### config.mk
export PLATFORM = sky130hd
export DESIGN_NAME = imem_fetch_unit
export DESIGN_NICKNAME = d
export VERILOG_FILES = /design/src/rtl/imem_fetch_unit.sv
export SDC_FILE = /design/constraint.sdc
export NUM_CORES = 1
export LEC_CHECK = 0
export CAP_MARGIN = 20
export CORE_ASPECT_RATIO = 0.7
export CORE_MARGIN = 10
export CORE_UTILIZATION = 60
export CTS_CLUSTER_SIZE = 30
export DETAILED_ROUTE_END_ITERATION = 6
export GPL_ROUTABILITY_DRIVEN = 1
export PLACE_DENSITY = 0.91
export SETUP_SLACK_MARGIN = 0.5
export SYNTH_ARGS = -nofsm -noshare
export SYNTH_HDL_FRONTEND = slang
export SYNTH_SLANG_ARGS = --single-unit
### constraint.sdc
create_clock -name clk -period 4.7 [get_ports clk]
set_input_delay 0.94 -clock clk [delete_from_list [all_inputs] [get_ports clk]]
set_output_delay 0.94 -clock clk [all_outputs]
set_load 0.05 [all_outputs]
### src/rtl/imem_fetch_unit.sv
// ============================================================================
// Module   : imem_fetch_unit
// Purpose  : Instruction fetch initiator with a prefetch FIFO toward decode.
//            Define IMEM_FETCH_HALT_DETECT_EN to stop fetching on HALT_WORD.
// Revision : 1.0 - initial release
// ============================================================================
`default_nettype none

module imem_fetch_unit #(
  parameter int          ADDR_W    = 6,
  parameter int          DEPTH     = 4,
  parameter logic [31:0] RESET_PC  = 32'h0,
  parameter logic [31:0] HALT_WORD = 32'h0000000C
) (
  input  logic              clk,
  input  logic              reset_n,
  output logic [ADDR_W-1:0] imem_a,
  input  logic [31:0]       imem_rd,
  input  logic              redirect_valid,
  input  logic [31:0]       redirect_pc,
  output logic              out_valid,
  input  logic              out_ready,
  output logic [31:0]       out_instr,
  output logic [31:0]       out_pc,
  output logic              halted
);

  localparam int PTR_W = $clog2(DEPTH);
  localparam int CNT_W = PTR_W + 1;

  logic [31:0]      r_fetch_pc;
  logic [PTR_W-1:0] r_rd_ptr;
  logic [PTR_W-1:0] r_wr_ptr;
  logic [CNT_W-1:0] r_count;
  logic             r_halted;
  logic [31:0]      r_pc_mem    [DEPTH];
  logic [31:0]      r_instr_mem [DEPTH];

  logic w_full;
  logic w_pop;
  logic w_push;
  logic w_halt_hit;
  logic w_unused_bits;

  assign imem_a = r_fetch_pc[ADDR_W+1:2];
  assign w_full = (r_count == CNT_W'(DEPTH));

  // A redirect overrides both ends of the FIFO in the same cycle.
  assign w_pop  = out_valid & out_ready & ~redirect_valid;
  assign w_push = (~w_full | w_pop) & ~r_halted & ~redirect_valid;

`ifdef IMEM_FETCH_HALT_DETECT_EN
  assign w_halt_hit    = (imem_rd == HALT_WORD);
  assign w_unused_bits = ^redirect_pc[1:0];
`else
  assign w_halt_hit    = 1'b0;
  assign w_unused_bits = ^{redirect_pc[1:0], HALT_WORD};
`endif

  always_ff @(posedge clk or negedge reset_n) begin
    if (!reset_n) begin
      r_fetch_pc <= RESET_PC;
      r_rd_ptr   <= '0;
      r_wr_ptr   <= '0;
      r_count    <= '0;
      r_halted   <= 1'b0;
    end else if (redirect_valid) begin
      r_fetch_pc <= {redirect_pc[31:2], 2'b00};
      r_rd_ptr   <= '0;
      r_wr_ptr   <= '0;
      r_count    <= '0;
      r_halted   <= 1'b0;
    end else begin
      if (w_push) begin
        r_fetch_pc <= r_fetch_pc + 32'd4;
        r_wr_ptr   <= r_wr_ptr + PTR_W'(1);
        r_halted   <= w_halt_hit;
      end
      if (w_pop) begin
        r_rd_ptr <= r_rd_ptr + PTR_W'(1);
      end
      case ({w_push, w_pop})
        2'b10:   r_count <= r_count + CNT_W'(1);
        2'b01:   r_count <= r_count - CNT_W'(1);
        default: r_count <= r_count;
      endcase
    end
  end

  // Storage needs no reset: the head is masked whenever the FIFO is empty.
  always_ff @(posedge clk) begin
    if (w_push) begin
      r_pc_mem[r_wr_ptr]    <= r_fetch_pc;
      r_instr_mem[r_wr_ptr] <= imem_rd;
    end
  end

  assign out_valid = (r_count != '0);
  assign out_pc    = out_valid ? r_pc_mem[r_rd_ptr]    : 32'h0;
  assign out_instr = out_valid ? r_instr_mem[r_rd_ptr] : 32'h0;
  assign halted    = r_halted;

endmodule

`default_nettype wire

==> flow_summary.ini, run 1 <==
[yosys]
yosys_warnings = 0
synth-seq-cells = 285
part_of_the_yosys_area_used_for_sequential_elements = 0.7177
synth_largest_area_cell = sky130_fd_sc_hd__edfxtp_1
synth_top_flop_cell = sky130_fd_sc_hd__edfxtp_1
synth_commonest_cells = sky130_fd_sc_hd__edfxtp_1, sky130_fd_sc_hd__and2_1, sky130_fd_sc_hd__mux4_2
synth_cell_types = 41
yosysMostFrequentCell = sky130_fd_sc_hd__edfxtp_1
synth_edf_count = 248
syn_area_per_cell_sq_um = 17.76
mappedNetlistArea_sq_mm = 0.01167
synth_async_sr_flop_share = 0.1298
synth_top_area_frac = 0.6384
synth_cells = 657
synth_area_leaders = sky130_fd_sc_hd__edfxtp_1, sky130_fd_sc_hd__mux4_2, sky130_fd_sc_hd__dfrtp_1, sky130_fd_sc_hd__and2_1, sky130_fd_sc_hd__nand2_1

[die]
num_rows = 42
die_width_microns = 186.7
fp.dieArea_sq_mm = 0.02551
ios = 140
core-area_sq_mm = 0.01902
die_y_microns = 136.7
initial_core_util = 0.6133

[timing]
worst-slew-pin-transition_ns = 0.9328
clock.fmax_mhz = 250.6
max_slew_margin = 0.3781
timing_hold_violations_final = 0
timing.setup.tns_ns = 0
layout_worst_path_cycle_share = 0.8490
rsz0062_at_grt = no
final-max-slew-violation-count = 0
hold-worst-slack_ns = 0.5569
final-setup-viol-count = 0
final.setup_skew_ns = 0.009652
post_layout_minimum_cycle_time_ns = 3.990

[worst_setup_path]
timing.critical_path.from_type = flip-flop
ff2ff_setup_slack_ns = 2.01
worstReg2RegEnd = r_pc_mem[3][14]
ff2ff_path_depth = 7
setup.worst_path.class = flip-flop to output pin
timing.critical_path.to_type = output pin
worst_r2r_startpoint = r_count[0]
crit_start = r_rd_ptr[0]
worst-endpoint-required_ns = 3.76
timing.critical_path.arrival_ns = 3.05
worst-path-max-fanout = 22

[cells_and_area]
layout.filler_cells = 1089
finish.instance_area_sq_mm = 0.01427
area_growth_pct = 22.30
num-nets-final = 871
layout-drive-gt1-share = 0.1703

[clock_tree]
worstSkewPairLatency_ns = 0.52
resize_count_post_cts = 0
cts.sink_count = 285
cts_root_cell = sky130_fd_sc_hd__clkbuf_16
clk_pin_slew_ns = 0.06
hold_buffers = 0
tritoncts = yes
numCtsBuffers = 26
ctsLongestPathBuffers = 3
cts_htree_levels = 1
post-cts-setup-buffers = 0

[place]
placed_cell_areas_sq_mm = 0.01332
dpl.hpwl_mm = 16.44
port_buffers = 134
place_congestion = 0.8499

[grt]
largest_net_degree_at_the_start_of_global_routing = 38
grt_usage = 0.2014
global_route_wire_length_before_repair_mm = 40.30
number_of_antenna_violations_at_the_first_check_in_global_routing = 2
grt_pass1_vias = 6963
grt_overflow_total = 0

[power]
power_density_mw_per_mm2 = 611.7
power.ir.vdd_worst_mv = 0.4462
p_leak_nw = 4.725

[drt]
wl_mm = 25.78
wire_per_inst_microns = 23.85
routed-via-count = 6566
drt_iter0_drc = 709
post-route-drc-count = 0
antenna_left = 0
drtPass1Iterations = 5
viasPerCell = 6.074

[worst_hold_path]
min_delay_path_class = primary input to async pin

[status]
outcome = completed

[flow_run]
cap_viol_max_count = 0
[per-stage QoR]
step | utilization | power [mW] | setup slack, ns | std cells
after floorplan | - | 5.426 | 1.190 | 659
after global placement | 0.7001 | 6.458 | 1.071 | 1032
after detailed placement | 0.7001 | 6.543 | 0.9750 | 1032
after CTS | 0.7499 | 8.803 | 0.6465 | 1080
after global routing | 0.7499 | 9.047 | 0.5526 | 1080
final | 0.7500 | 8.727 | 0.7096 | 1081
[per-layer routing]
layer  up-vias  GRT usage  share of wire
li1       2859          -              -
met1      3303     0.2594           0.39
met2       338     0.3345           0.49
met3        64    0.05669          0.093
met4         2    0.05357          0.023
met5         -          0        0.00050
[how the worst max path moves through the flow]
stage	endpoint	cells past startpoint
CTS	out_pc[24]	4
finish	out_pc[24]	4
detailed placement	r_pc_mem[3][14]	6
floorplan	r_instr_mem[0][0]	5
global route	out_pc[25]	4
global placement	r_pc_mem[3][14]	6
[power breakdown]
| group | switching [mW] | internal (mW) |
|---|---|---|
| combinational | 2.03 | 1.22 |
| sequential | 0.183 | 3.03 |
| clock | 0.893 | 1.37 |
[cell type report]
cell class	instances	area, sq um	share of cell area
Inverter	11	41.29	0.002894
Clock inverter	12	136.4	0.009559
Antenna cell	1	2.502	0.0001754
Clock buffer	36	810.8	0.05683
Timing Repair Buffer	152	1521	0.1066
Tap cell	264	330.3	0.02315
Sequential cell	285	8378	0.5872
Multi-Input combinational cell	320	3047	0.2135
[flip-flops by register name, summed over array words and instances, names as in the netlist]
signal,flops
r_wr_ptr,2
r_fetch_pc,30
r_count,3
r_rd_ptr,2
r_pc_mem,120
r_instr_mem,128
[critical path, stage by stage (launching register included)]
cell and delay [ns]:
sky130_fd_sc_hd__dfrtp_4 0.71, sky130_fd_sc_hd__buf_4 0.36, sky130_fd_sc_hd__mux4_2 0.57, sky130_fd_sc_hd__and2_1 0.18, sky130_fd_sc_hd__clkdlybuf4s50_1 0.70
[layout by cell type, fill, tap and decap left out, types with 13 or more instances in the layout]
master                            instances
sky130_fd_sc_hd__clkbuf_16               28
sky130_fd_sc_hd__o21ai_0                 15
sky130_fd_sc_hd__mux4_2                  62
sky130_fd_sc_hd__buf_4                   14
sky130_fd_sc_hd__nand2_1                 29
sky130_fd_sc_hd__edfxtp_1               248
sky130_fd_sc_hd__or4_1                   13
sky130_fd_sc_hd__clkdlybuf4s50_1        133
sky130_fd_sc_hd__nand3_1                 19
sky130_fd_sc_hd__and2_1                  63
sky130_fd_sc_hd__nor2_1                  19
sky130_fd_sc_hd__dfrtp_1                 35
[cell families after synthesis]
group                    count (synthesis)  synth area share
AO/OA/AOI/OAI                           58           0.03550
XOR/XNOR                                15           0.01126
adder cells (fa/ha/maj)                  7          0.007507
buffers and inverters                   54           0.02242
flip-flops                             285            0.7177
multiplexers                            66            0.1231
other                                    1         0.0003214
AND/OR/NAND/NOR                        171           0.08215
Power figures use the tool's default switching activity.
==> inputs of run 2 (changes only) <==
--- a/config.mk
+++ b/config.mk
@@ -8,11 +8,11 @@
 export CAP_MARGIN = 20
 export CORE_ASPECT_RATIO = 0.7
 export CORE_MARGIN = 10
-export CORE_UTILIZATION = 60
+export CORE_UTILIZATION = 56
 export CTS_CLUSTER_SIZE = 30
 export DETAILED_ROUTE_END_ITERATION = 6
 export GPL_ROUTABILITY_DRIVEN = 1
-export PLACE_DENSITY = 0.91
+export PLACE_DENSITY = 0.86
 export SETUP_SLACK_MARGIN = 0.5
 export SYNTH_ARGS = -nofsm -noshare
 export SYNTH_HDL_FRONTEND = slang
==> constraint.sdc (replaced) <==
create_clock -name clk -period 4.1 [get_ports clk]
set_input_delay 0.82 -clock clk [delete_from_list [all_inputs] [get_ports clk]]
set_output_delay 0.82 -clock clk [all_outputs]
set_load 0.05 [all_outputs]
==> run 2 against run 1 <==
Global-route usage is 1.9 points lower. Critical path type unchanged. Worst hold slack got worse by 0.14 ns. Sequential share of layout area increased by 0.47 points.
==> flow_summary.ini, run 2 (synthesis gave the netlist of run 1 again) <==
[worst_setup_path]
timing.critical_path.from_type = flip-flop
worst_r2r_startpoint = r_count[0]
worstReg2RegEnd = r_fetch_pc[20]
setup.worst_path.class = flip-flop to output pin
worst-endpoint-required_ns = 3.28
ff2ff_path_depth = 6
worst-path-max-fanout = 22
ff2ff_setup_slack_ns = 1.47
timing.critical_path.arrival_ns = 2.65
timing.critical_path.to_type = output pin

[place]
place_congestion = 0.8202
dpl.hpwl_mm = 15.39
port_buffers = 134

[drt]
drtPass1Iterations = 5
viasPerCell = 5.966
antenna_left = 0
post-route-drc-count = 0
routed-via-count = 6491
wire_per_inst_microns = 22.79
wl_mm = 24.80
drt_iter0_drc = 603

[timing]
timing_hold_violations_final = 0
layout_worst_path_cycle_share = 0.8465
worst-slew-pin-transition_ns = 0.8938
post_layout_minimum_cycle_time_ns = 3.470
rsz0062_at_grt = no
final.setup_skew_ns = 0.01978
clock.fmax_mhz = 288.1
timing.setup.tns_ns = 0
final-setup-viol-count = 0
final-max-slew-violation-count = 0
max_slew_margin = 0.4041

[cells_and_area]
most-common-layout-cells = sky130_fd_sc_hd__edfxtp_1, sky130_fd_sc_hd__clkdlybuf4s50_1, sky130_fd_sc_hd__and2_1, sky130_fd_sc_hd__mux4_2, sky130_fd_sc_hd__dfrtp_1
largest_register_ffs = 128
layout-drive-gt1-share = 0.1490
layout.filler_cells = 1316
num-nets-final = 868
largestRegisters = r_instr_mem x128, r_pc_mem x120, r_fetch_pc x30
fin_util = 0.6874
max_flop_register = r_instr_mem
area_growth_pct = 21.32
seq_area_sq_mm = 0.008378
antenna-diode-count = 0
final_common_cell = sky130_fd_sc_hd__edfxtp_1
area_taken_by_multi_input_logic_gates_sq_mm = 0.003047

[die]
die_width_microns = 192.5
ios = 140
core-area_sq_mm = 0.02059
initial_core_util = 0.5666
num_rows = 44
die_y_microns = 140.8
fp.dieArea_sq_mm = 0.02710

[status]
outcome = completed

[grt]
globalRouteMet1Util = 0.2473
number_of_antenna_violations_at_the_first_check_in_global_routing = 0
gr-usage-met2 = 0.3011
grt_overflow_total = 0
grt_pass1_vias = 6866
grt_most_used_layer = met2
global_route_wire_length_before_repair_mm = 39.07
largest_net_degree_at_the_start_of_global_routing = 56
grt_use_met3 = 0.04165
grt_usage = 0.1828

[clock_tree]
tritoncts = yes
ctsLongestPathBuffers = 3
clk_pin_slew_ns = 0.06
cts_root_cell = sky130_fd_sc_hd__clkbuf_16
worstSkewPairLatency_ns = 0.53
cts_htree_levels = 1
hold_buffers = 0
cts.sink_count = 285
numCtsBuffers = 26

[flow_run]
cap_viol_max_count = 0

[power]
p_leak_nw = 5.092
power.ir.vdd_worst_mv = 0.3574
power_density_mw_per_mm2 = 675.2

[worst_hold_path]
min_delay_path_class = primary input to async pin
-- run 2: how the worst max path moves through the flow --
stage	start	to	slack (ns)	cells after the start
after floorplan	redirect_valid	r_instr_mem[0][0]	0.71	5
after global placement	r_rd_ptr[0]	out_instr[28]	0.84	4
after detailed placement	out_ready	r_pc_mem[0][9]	0.78	7
after CTS	r_count[0]	out_instr[2]	0.48	6
after global routing	r_rd_ptr[0]	out_instr[5]	0.51	4
final	r_rd_ptr[0]	out_pc[8]	0.63	4
-- run 2: cell type report --
class	count	area share
well taps	276	0.02440
multi-input cells	320	0.2153
clock buffers	38	0.05065
repair buffers	149	0.1100
flip-flops and latches	285	0.5919
clock inverters	9	0.004862
inverters	11	0.002917
-- run 2: critical path, stage by stage (launching register included) --
cell	delay, ns
sky130_fd_sc_hd__dfrtp_4	0.47
sky130_fd_sc_hd__buf_12	0.23
sky130_fd_sc_hd__mux4_2	0.54
sky130_fd_sc_hd__and2_1	0.18
sky130_fd_sc_hd__clkdlybuf4s50_1	0.69
-- run 2: per-stage QoR --
| stage | cells | instance area, sq um | setup WS [ns] | hold WS, ns | power [mW] |
|---|---|---|---|---|---|
| after floorplan | 659 | 11670 | 0.7099 | 0.4902 | 6.220 |
| after global placement | 1040 | 13320 | 0.8385 | 0.5297 | 7.449 |
| after detailed placement | 1040 | 13320 | 0.7766 | 0.5561 | 7.527 |
| after CTS | 1088 | 14090 | 0.4847 | 0.4264 | 9.685 |
| after global routing | 1088 | 14150 | 0.5127 | 0.4613 | 9.952 |
| final | 1088 | 14150 | 0.6295 | 0.4155 | 9.556 |
-- run 2: report_power, final --
part	leakage (nW)	switching [mW]	internal, mW	total [mW]
registers	2.72	0.150	3.47	3.62
clock network	0.382	0.981	1.27	2.25
logic	1.99	2.38	1.31	3.68
total	5.09	3.51	6.05	9.56
-- run 2: routing by layer --
metal | up-vias | routed length [microns]
met5 | - | 0
met4 | 0 | 352
met3 | 34 | 2056
met2 | 291 | 12130
met1 | 3312 | 10250
li1 | 2854 | -
-- run 2: what timing repair did --
item                                   4_1_cts  5_1_grt
endpoints found under the hold margin        0        0
resized for setup                           26       26
setup buffers                                1        0
setup endpoints to repair                   54       26
==> inputs of run 3 (changes only) <==
--- a/config.mk
+++ b/config.mk
@@ -8,11 +8,11 @@
 export CAP_MARGIN = 20
 export CORE_ASPECT_RATIO = 0.7
 export CORE_MARGIN = 10
-export CORE_UTILIZATION = 56
+export CORE_UTILIZATION = 50
 export CTS_CLUSTER_SIZE = 30
 export DETAILED_ROUTE_END_ITERATION = 6
 export GPL_ROUTABILITY_DRIVEN = 1
-export PLACE_DENSITY = 0.86
+export PLACE_DENSITY = 0.82
 export SETUP_SLACK_MARGIN = 0.5
 export SYNTH_ARGS = -nofsm -noshare
 export SYNTH_HDL_FRONTEND = slang
==> constraint.sdc (replaced) <==
create_clock -name clk -period 3.13 [get_ports clk]
set_input_delay 0.626 -clock clk [delete_from_list [all_inputs] [get_ports clk]]
set_output_delay 0.626 -clock clk [all_outputs]
set_load 0.05 [all_outputs]
==> run 3 against run 2 <==
The run now ends with design-rule violations left. Critical path depth grew 2. Register-to-register slack lost 0.76 ns. Via count grew 3.0%. Critical endpoint is now out_instr[11]. Die area grew 10%. Sequential power grew 31%. Setup slack lost 0.37 ns. Final cell count grew 6.1%. Global-route usage shrank 0.34 points. Final area grew 6.4%. Worst hold slack lost 0.16 ns. Routed wire length grew 11%. Combinational power grew 79%.
==> flow_summary.ini, run 3 (synthesis gave the netlist of run 1 again) <==
[worst_setup_path]
ff2ff_setup_slack_ns = 0.71
worst_r2r_startpoint = r_count[0]
timing.critical_path.to_type = output pin
worstReg2RegEnd = r_fetch_pc[24]
ff2ff_path_depth = 7
worst-path-max-fanout = 8
setup.worst_path.class = flip-flop to output pin
worst-endpoint-required_ns = 2.50
timing.critical_path.arrival_ns = 2.25
timing.critical_path.from_type = flip-flop

[drt]
viasPerCell = 5.795
drtPass1Iterations = 7
drt_iter0_drc = 671
wire_per_inst_microns = 23.79
antenna_left = 0
post-route-drc-count = 2
routed-via-count = 6688
wl_mm = 27.45

[power]
switching_share = 0.3534
clockPowerShare = 0.222
p_leak_nw = 5.217
p_int_mw = 9.416
seq_power_share = 0.327
power_mw = 14.56
power_density_mw_per_mm2 = 967.1
p_switching_mw = 5.147
proportion_of_power_drawn_by_combinational_gates = 0.451
power.ir.vdd_worst_mv = 0.7732

[timing]
layout_worst_path_cycle_share = 0.9177
timing.setup.tns_ns = 0
rsz0062_at_grt = yes
max_slew_margin = 0.3642
final.setup_skew_ns = 0.01442
final-max-slew-violation-count = 0
post_layout_minimum_cycle_time_ns = 2.872
clock.fmax_mhz = 348.1
timing_hold_violations_final = 0
worst-slew-pin-transition_ns = 0.9537
final-setup-viol-count = 0

[die]
core-area_sq_mm = 0.02279
num_rows = 46
ios = 140
die_y_microns = 147.8
die_width_microns = 202.6
fp.dieArea_sq_mm = 0.02994
initial_core_util = 0.5119

[cells_and_area]
area_growth_pct = 29.08
layout-drive-gt1-share = 0.3389
largest_register_ffs = 128
largestRegisters = r_instr_mem x128, r_pc_mem x120, r_fetch_pc x30
max_flop_register = r_instr_mem
final_common_cell = sky130_fd_sc_hd__edfxtp_1
most-common-layout-cells = sky130_fd_sc_hd__edfxtp_1, sky130_fd_sc_hd__clkdlybuf4s50_1, sky130_fd_sc_hd__and2_4, sky130_fd_sc_hd__mux4_2, sky130_fd_sc_hd__buf_6
num-nets-final = 896

[place]
dpl.hpwl_mm = 15.78
place_congestion = 0.7753
port_buffers = 134

[clock_tree]
cts.sink_count = 285
cts_root_cell = sky130_fd_sc_hd__clkbuf_16
ctsLongestPathBuffers = 3
worstSkewPairLatency_ns = 0.52
hold_buffers = 0
numCtsBuffers = 26
tritoncts = yes
clk_pin_slew_ns = 0.07
cts_htree_levels = 1

[grt]
grt_pass1_vias = 6910
largest_net_degree_at_the_start_of_global_routing = 46
number_of_antenna_violations_at_the_first_check_in_global_routing = 1
grt_usage = 0.1794
grt_overflow_total = 0
global_route_wire_length_before_repair_mm = 41.95

[worst_hold_path]
min_delay_path_class = primary input to async pin

[status]
outcome = finished with violations
violated_checks = design-rule violations

[flow_run]
cap_viol_max_count = 0
-- run 3: cell type report --
class,instances,area (sq um)
clock inverter,15,153.9
inverter,11,41.29
fill,1519,7734
clock buffer,33,728.2
antenna,1,2.502
tap,312,390.4
timing repair buffer,177,2151
sequential,285,8378
multi-input combinational,320,3213
-- run 3: timing repair --
item                       4_1_cts  5_1_grt
cloned                           7        1
hold endpoints to repair         0        0
setup endpoints to repair       63       65
pin swaps                       15        1
buffers inserted                10        4
resized for setup              187       12
-- run 3: per-stage QoR --
step / util / instances / hold WS (ns) / setup slack (ns) / cell area [sq um]
floorplan: - / 659 / 0.3304 / 0.6109 / 11680
global placement: 0.5827 / 1083 / 0.5349 / 0.4476 / 13280
detailed placement: 0.5827 / 1083 / 0.5480 / 0.4024 / 13280
CTS: 0.6561 / 1148 / 0.2639 / 0.2884 / 14950
global route: 0.6607 / 1154 / 0.2882 / 0.2108 / 15060
finish: 0.6607 / 1154 / 0.2583 / 0.2576 / 15060
-- run 3: worst max-delay path by stage --
stage / from / slack [ns] / end
after global routing: r_rd_ptr[0] / 0.21 / out_instr[21]
after CTS: r_rd_ptr[0] / 0.29 / out_instr[17]
final: r_rd_ptr[0] / 0.26 / out_instr[11]
after floorplan: redirect_valid / 0.61 / r_instr_mem[0][0]
after global placement: out_ready / 0.45 / r_pc_mem[0][16]
after detailed placement: out_ready / 0.40 / r_pc_mem[0][16]
-- run 3: layer usage --
metal	global-route usage	wire length [microns]	vias to the layer above
met1	0.2398	11300	3451
met2	0.3001	13640	296
met3	0.03974	2207	20
li1	-	-	2921
met5	0	0	-
met4	0.03049	305	0
-- run 3: power by group through the flow --
stage | sequential (mW) | combinational, mW | clock (mW)
after CTS | 4.74 | 6.40 | 3.27
after floorplan | 4.74 | 3.40 | 0
final | 4.76 | 6.57 | 3.24
after global placement | 4.81 | 4.81 | 0
after detailed placement | 4.83 | 4.86 | 0
after global routing | 4.79 | 6.87 | 3.45
-- run 3: critical path, stage by stage (launching register included) --
cell,delay [ns]
sky130_fd_sc_hd__dfrtp_4,0.54
sky130_fd_sc_hd__buf_6,0.15
sky130_fd_sc_hd__buf_12,0.13
sky130_fd_sc_hd__buf_16,0.15
sky130_fd_sc_hd__mux4_2,0.43
sky130_fd_sc_hd__and2_4,0.18
sky130_fd_sc_hd__buf_6,0.15
==> RTL edit 1 (config.mk and constraints of run 1) <==
Set the parameter `DEPTH` to 8 (it was 4).
--- a/src/rtl/imem_fetch_unit.sv
+++ b/src/rtl/imem_fetch_unit.sv
@@ -8,7 +8,7 @@
 
 module imem_fetch_unit #(
   parameter int          ADDR_W    = 6,
-  parameter int          DEPTH     = 4,
+  parameter int          DEPTH     = 8,
   parameter logic [31:0] RESET_PC  = 32'h0,
   parameter logic [31:0] HALT_WORD = 32'h0000000C
 ) (
Function: no difference found for any inputs over 4 cycles, from zero or initial values and one cycle with reset_n low; that may be too few to reach the edited logic, so the function may still have changed.
==> RTL edit 1 against run 1 <==
- wire length rose by 83%
- design area rose by 74%
- global-route usage rose by 1.7 points
- power rose by 72%
- utilization fell by 3.6 points
- critical path depth rose by 1
- synthesized area rose by 81%
- clock skew rose by 0.0053 ns
- sequential cell count rose by 251
- synthesized cell count rose by 60%
- worst setup slack got worse by 0.11 ns
- die area rose by 69%
- combinational power rose by 58%
==> RTL edit 1: results (changes against run 1) <==
| Metric | Value |
|---|---|
| Max IR drop VDD | 0.523 mV (+17%) |
| First-pass GRT wire length | 71000 um (+76%) |
| Fin cells | 1717 (+59%) |
| Post-Synthesis Cells | 1051 (+60%) |
| Critical-path top delay cell | clkdlybuf4s50_1 |
| Crit path capture | out_pc[13] |
| Max reg flops | 256 (+100%) |
| Leakage | 8.00 nW (+69%) |
| Share of post-route cells with drive strength above 1 | 18.9% (+1.8 points) |
| Post-synth ARST share | 7.46% (-5.5 points) |
| Sequential share of the synthesized area | 75.4% (+3.6 points) |
| CTS H-tree lvls | 2 (+1) |
| Number of synthesized flops with an enable pin | 496 (+100%) |
| Synth area leaders | edfxtp_1 71%, mux4_2 13%, dfrtp_1 4.7% |
| Reg2reg end | r_instr_mem[4][11] |
| Synth cell count leaders | 496 x edfxtp_1, 124 x mux4_2, 75 x nor2_1 |
| Outcome | completed |
| Initial antenna violation count | 0 (-2) |
| Clk_skew | 0.0149 ns (+0.00529 ns) |
| Synth cell types | 40 (-2.4%) |
| Ant diodes | 0 (-1) |
| Post-DP Area | 23100 um2 (+74%) |
| FF-to-FF setup slack | 1.68 ns (-0.33 ns) |
| Hold slack | 0.553 ns (-0.00407 ns) |
| Clock Latency Late Sink | 0.56 ns (+0.04 ns) |
| Crit-path max FO | 34 (+55%) |
| Pin count of the biggest net entering global routing | 70 (+84%) |
| Tmin final | 4.10 ns (+0.105 ns) |
| Starting DRT DRC Count | 1191 (+68%) |
| CTS buffer count | 47 (+81%) |
| Via count | 10813 (+65%) |
| Worst Path Arrival | 3.16 ns (+0.11 ns) |
[RTL edit 1: cell type report]
| type | count | area (um2) | share of cell area [%] |
|---|---|---|---|
| Clock inverter | 19 | 245 | 0.991 |
| Inverter | 2 | 7.51 | 0.0303 |
| Clock buffer | 68 | 1330 | 5.36 |
| Multi-Input combinational cell | 456 | 4990 | 20.2 |
| Tap cell | 472 | 591 | 2.39 |
| Timing Repair Buffer | 164 | 1690 | 6.82 |
| Sequential cell | 536 | 15900 | 64.3 |
[RTL edit 1: routing by layer]
layer | part of all wire (%) | track usage [%] | routed length (um) | vias up
met2 | 51 | 36.8 | 24200 | 565
met5 | 0 | 0 | 0 | -
met4 | 2.1 | 5.60 | 1000 | 0
li1 | - | - | - | 4522
met3 | 8.1 | 4.31 | 3810 | 78
met1 | 39 | 29.2 | 18200 | 5648
[RTL edit 1: kinds of logic (layout without fill, tap and decap cells)]
logic type               count (synthesis)  in the layout  synth area share, %
AO/OA/AOI/OAI                           42             42                 1.08
buffers and inverters                   64            253                 1.45
flip-flops                             536            536                 75.4
multiplexers                           189            189                 16.3
XOR/XNOR                                36             36                 1.50
other                                    1              6               0.0178
adder cells (fa/ha/maj)                  6              6                0.392
AND/OR/NAND/NOR                        177            177                 3.84
[RTL edit 1: critical path, delay by kind of cell, from the launching register on]
family,cells,cell delay (ns)
flip-flops,1,0.64
multiplexers,2,0.81
buffers and inverters,2,1.04
AND/OR/NAND/NOR,1,0.07
[RTL edit 1: where the power goes]
part	switching, W	internal [W]
sequential	0.000292	0.00565
combinational	0.00319	0.00195
clock	0.00166	0.00230
total	0.00514	0.00990
[RTL edit 1: what timing repair did]
item,in CTS,in global routing
pin swaps,0,0
resized for setup,1,15
setup buffers,2,0
endpoints found under the setup margin,39,16
==> RTL edit 2 (config.mk and constraints of run 1) <==
Without the edit above. Reset style: synchronous (`reset_n`), changed in one clocked block.
--- a/src/rtl/imem_fetch_unit.sv
+++ b/src/rtl/imem_fetch_unit.sv
@@ -57,7 +57,7 @@
   assign w_unused_bits = ^{redirect_pc[1:0], HALT_WORD};
 `endif
 
-  always_ff @(posedge clk or negedge reset_n) begin
+  always_ff @(posedge clk) begin
     if (!reset_n) begin
       r_fetch_pc <= RESET_PC;
       r_rd_ptr   <= '0;
Formal check against the unedited RTL: differs if reset_n is asserted again (counterexample within 4 cycles, from zero or initial values and one cycle with reset_n low); with reset_n held inactive, the same outputs for 4 cycles.
==> RTL edit 2 against run 1 <==
- worst setup slack improved by 0.087 ns
- wire length rose by 0.47%
- final cell count rose by 4.4%
- design area rose by 1.3%
- synthesized area rose by 2.2%
- fmax rose by 2.2%
- sequential cell count rose by 2
- critical path type unchanged
- highest routed layer is now met4
Power is not compared: it rests on default switching activity, and its combinational part moved more than twofold at a synthesized area within 25%.
==> RTL edit 2: results (changes against run 1) <==
| Metric | Value |
|---|---|
| Leakage | 4.68 nW |
| # port buffers | 134 (unchanged) |
| Hold path depth | 2 |
| Mux contribution to synthesized area | 11.8% (-0.51 points) |
| Hold worst-path end | r_wr_ptr[1] |
| Crit-path max FO | 26 (+18%) |
| Reg2reg end | r_fetch_pc[23] |
| Number of synthesized flops with an enable pin | 248 (unchanged) |
| Clk_skew | 0.0194 ns (+0.00976 ns) |
| Clock Tree Root | clkbuf_16 |
| Worst Hold Class | register to register |
| Hold slack | 0.534 ns (-0.0234 ns) |
| Synth area leaders | edfxtp_1 62%, mux4_2 12%, dfxtp_1 6.6% |
| Clock Latency Late Sink | 0.53 ns |
| FF-to-FF setup slack | 2.14 ns (+0.13 ns) |
| Met1 usage | 27.8% (+1.8 points) |
| DP HPWL | 16100 um (-2.3%) |
| Hold wc startpoint | r_wr_ptr[1] |
| Psw | 0.00121 W |
| Number of nets in the layout | 915 (+5.1%) |
| Post-synth ARST share | 0% (-13 points) |
| DRT Pass-1 Iters | 6 (+1) |
| Vias in the first global route | 7129 (+2.4%) |
| First-pass GRT wire length | 40600 um (+0.79%) |
| Sequential share of the synthesized area | 69.0% (-2.7 points) |
| Top Registers | r_instr_mem (128), r_pc_mem (120), r_fetch_pc (30) |
| Complex-gate fraction of the synthesized area | 5.19% (+1.6 points) |
| # fillers | 1162 (+6.7%) |
| Global routing usage on met2 | 30.7% (-2.8 points) |
| Pin count of the biggest net entering global routing | 49 (+29%) |
| Ant diodes | 0 (-1) |
| Core box area | 19600 um2 (+3.2%) |
| Outcome | completed |
| Share of post-route cells with drive strength above 1 | 16.2% (-0.85 points) |
| Worst Tran Pin Value | 0.874 ns (-0.0585 ns) |
| Via count | 7013 (+6.8%) |
| Worst reg2reg path depth | 6 (-1) |
| Gp weighted congestion | 0.901 (+6.0%) |
| Worst Path Arrival | 2.96 ns (-0.09 ns) |
| Post-CTS Setup Bufs | 0 (unchanged) |
| Detailed-route wire length | 25900 um (+0.47%) |
| Hold_buf cts | 0 (unchanged) |
| CTS max path bufs | 3 (unchanged) |
| Initial antenna violation count | 0 (-2) |
| Ys Warns | 0 (unchanged) |
| Synth Area in XOR/XNOR | 1.03% (-0.097 points) |
| Critical R2R Launch | r_count[0] |
| Reg clk slew, reported paths | 0.07 ns |
| Max IR drop VDD | 0.227 mV |
| Adder-cell share of the synthesized area | 0.735% (-0.016 points) |
| Starting DRT DRC Count | 832 (+17%) |
| # resized after CTS | 0 (unchanged) |
| Synth cell types | 57 (+39%) |
| Gr usage total | 19.7% (-0.40 points) |
| Grt met3 use | 5.23% (-0.44 points) |
| CTS H-tree lvls | 1 (unchanged) |
| Synth cell count leaders | 248 x edfxtp_1, 72 x and2_1, 62 x mux4_2 |
| CTS buffer count | 26 (unchanged) |
RTL edit 2: cell count changes in the layout (fill, tap and decap cells not counted), sizes merged, moves of 7 or more:
cell            run 1  this run
nand2              29        22
nor2               19        12
o21ai              15        23
clkbuf             36        28
dfxtp               0        39
o2111ai             0         7
dfrtp              37         0
RTL edit 2: worst max-delay path by stage:
stage / from / depth (start not counted) / slack (ns) / end
after floorplan: out_ready / 4 / 1.35 / r_instr_mem[0][0]
after global placement: out_ready / 5 / 1.19 / r_instr_mem[1][20]
after detailed placement: register / 4 / 1.15 / out_instr[28]
after CTS: register / 4 / 0.59 / out_instr[28]
after global routing: r_count[0] / 6 / 0.64 / out_pc[20]
final: r_count[0] / 6 / 0.80 / out_pc[31]
RTL edit 2: area by class of cell:
class	count	area, um2	area share, %
clock buffers	28	679	4.70
inverters	14	52.6	0.364
clock inverters	19	250	1.73
flip-flops and latches	287	8230	57.0
repair buffers	151	1530	10.6
multi-input cells	360	3360	23.3
well taps	270	338	2.34
RTL edit 2: cells by family after synthesis:
kind of cell | after synthesis
other | 1
adder cells (fa/ha/maj) | 7
XOR/XNOR | 14
buffers and inverters | 65
multiplexers | 63
AO/OA/AOI/OAI | 87
AND/OR/NAND/NOR | 186
flip-flops | 287
RTL edit 2: routing by layer:
| metal | up-vias | part of all wire [%] |
|---|---|---|
| met5 | - | 0 |
| met4 | 0 | 1.8 |
| met3 | 45 | 10 |
| met2 | 390 | 46 |
| met1 | 3495 | 42 |
| li1 | 3083 | - |
RTL edit 2: per-stage QoR:
step,total power [W],std cells,setup WS [ns],area (um2),util (%)
after floorplan,0.00324,712,1.35,11900,-
after global placement,0.00341,1081,1.19,13500,68.7
after detailed placement,0.00343,1081,1.15,13500,68.7
after CTS,0.00567,1128,0.587,14400,73.5
after global routing,0.00581,1129,0.643,14400,73.6
final,0.00564,1129,0.797,14400,73.6
RTL edit 2: critical path, stage by stage (launching register included):
cell	delay, ns
dfxtp_1	0.38
inv_1	0.06
ha_1	0.26
nand2b_2	0.35
buf_4	0.34
and2_1	0.22
clkdlybuf4s50_1	0.82
RTL edit 2: power by group through the flow:
stage | combinational [W] | clock, W | sequential [W]
after floorplan | 0.000278 | 0 | 0.00296
after global placement | 0.000435 | 0 | 0.00297
after detailed placement | 0.000444 | 0 | 0.00298
after CTS | 0.000448 | 0.00230 | 0.00293
after global routing | 0.000477 | 0.00240 | 0.00294
final | 0.000448 | 0.00226 | 0.00293
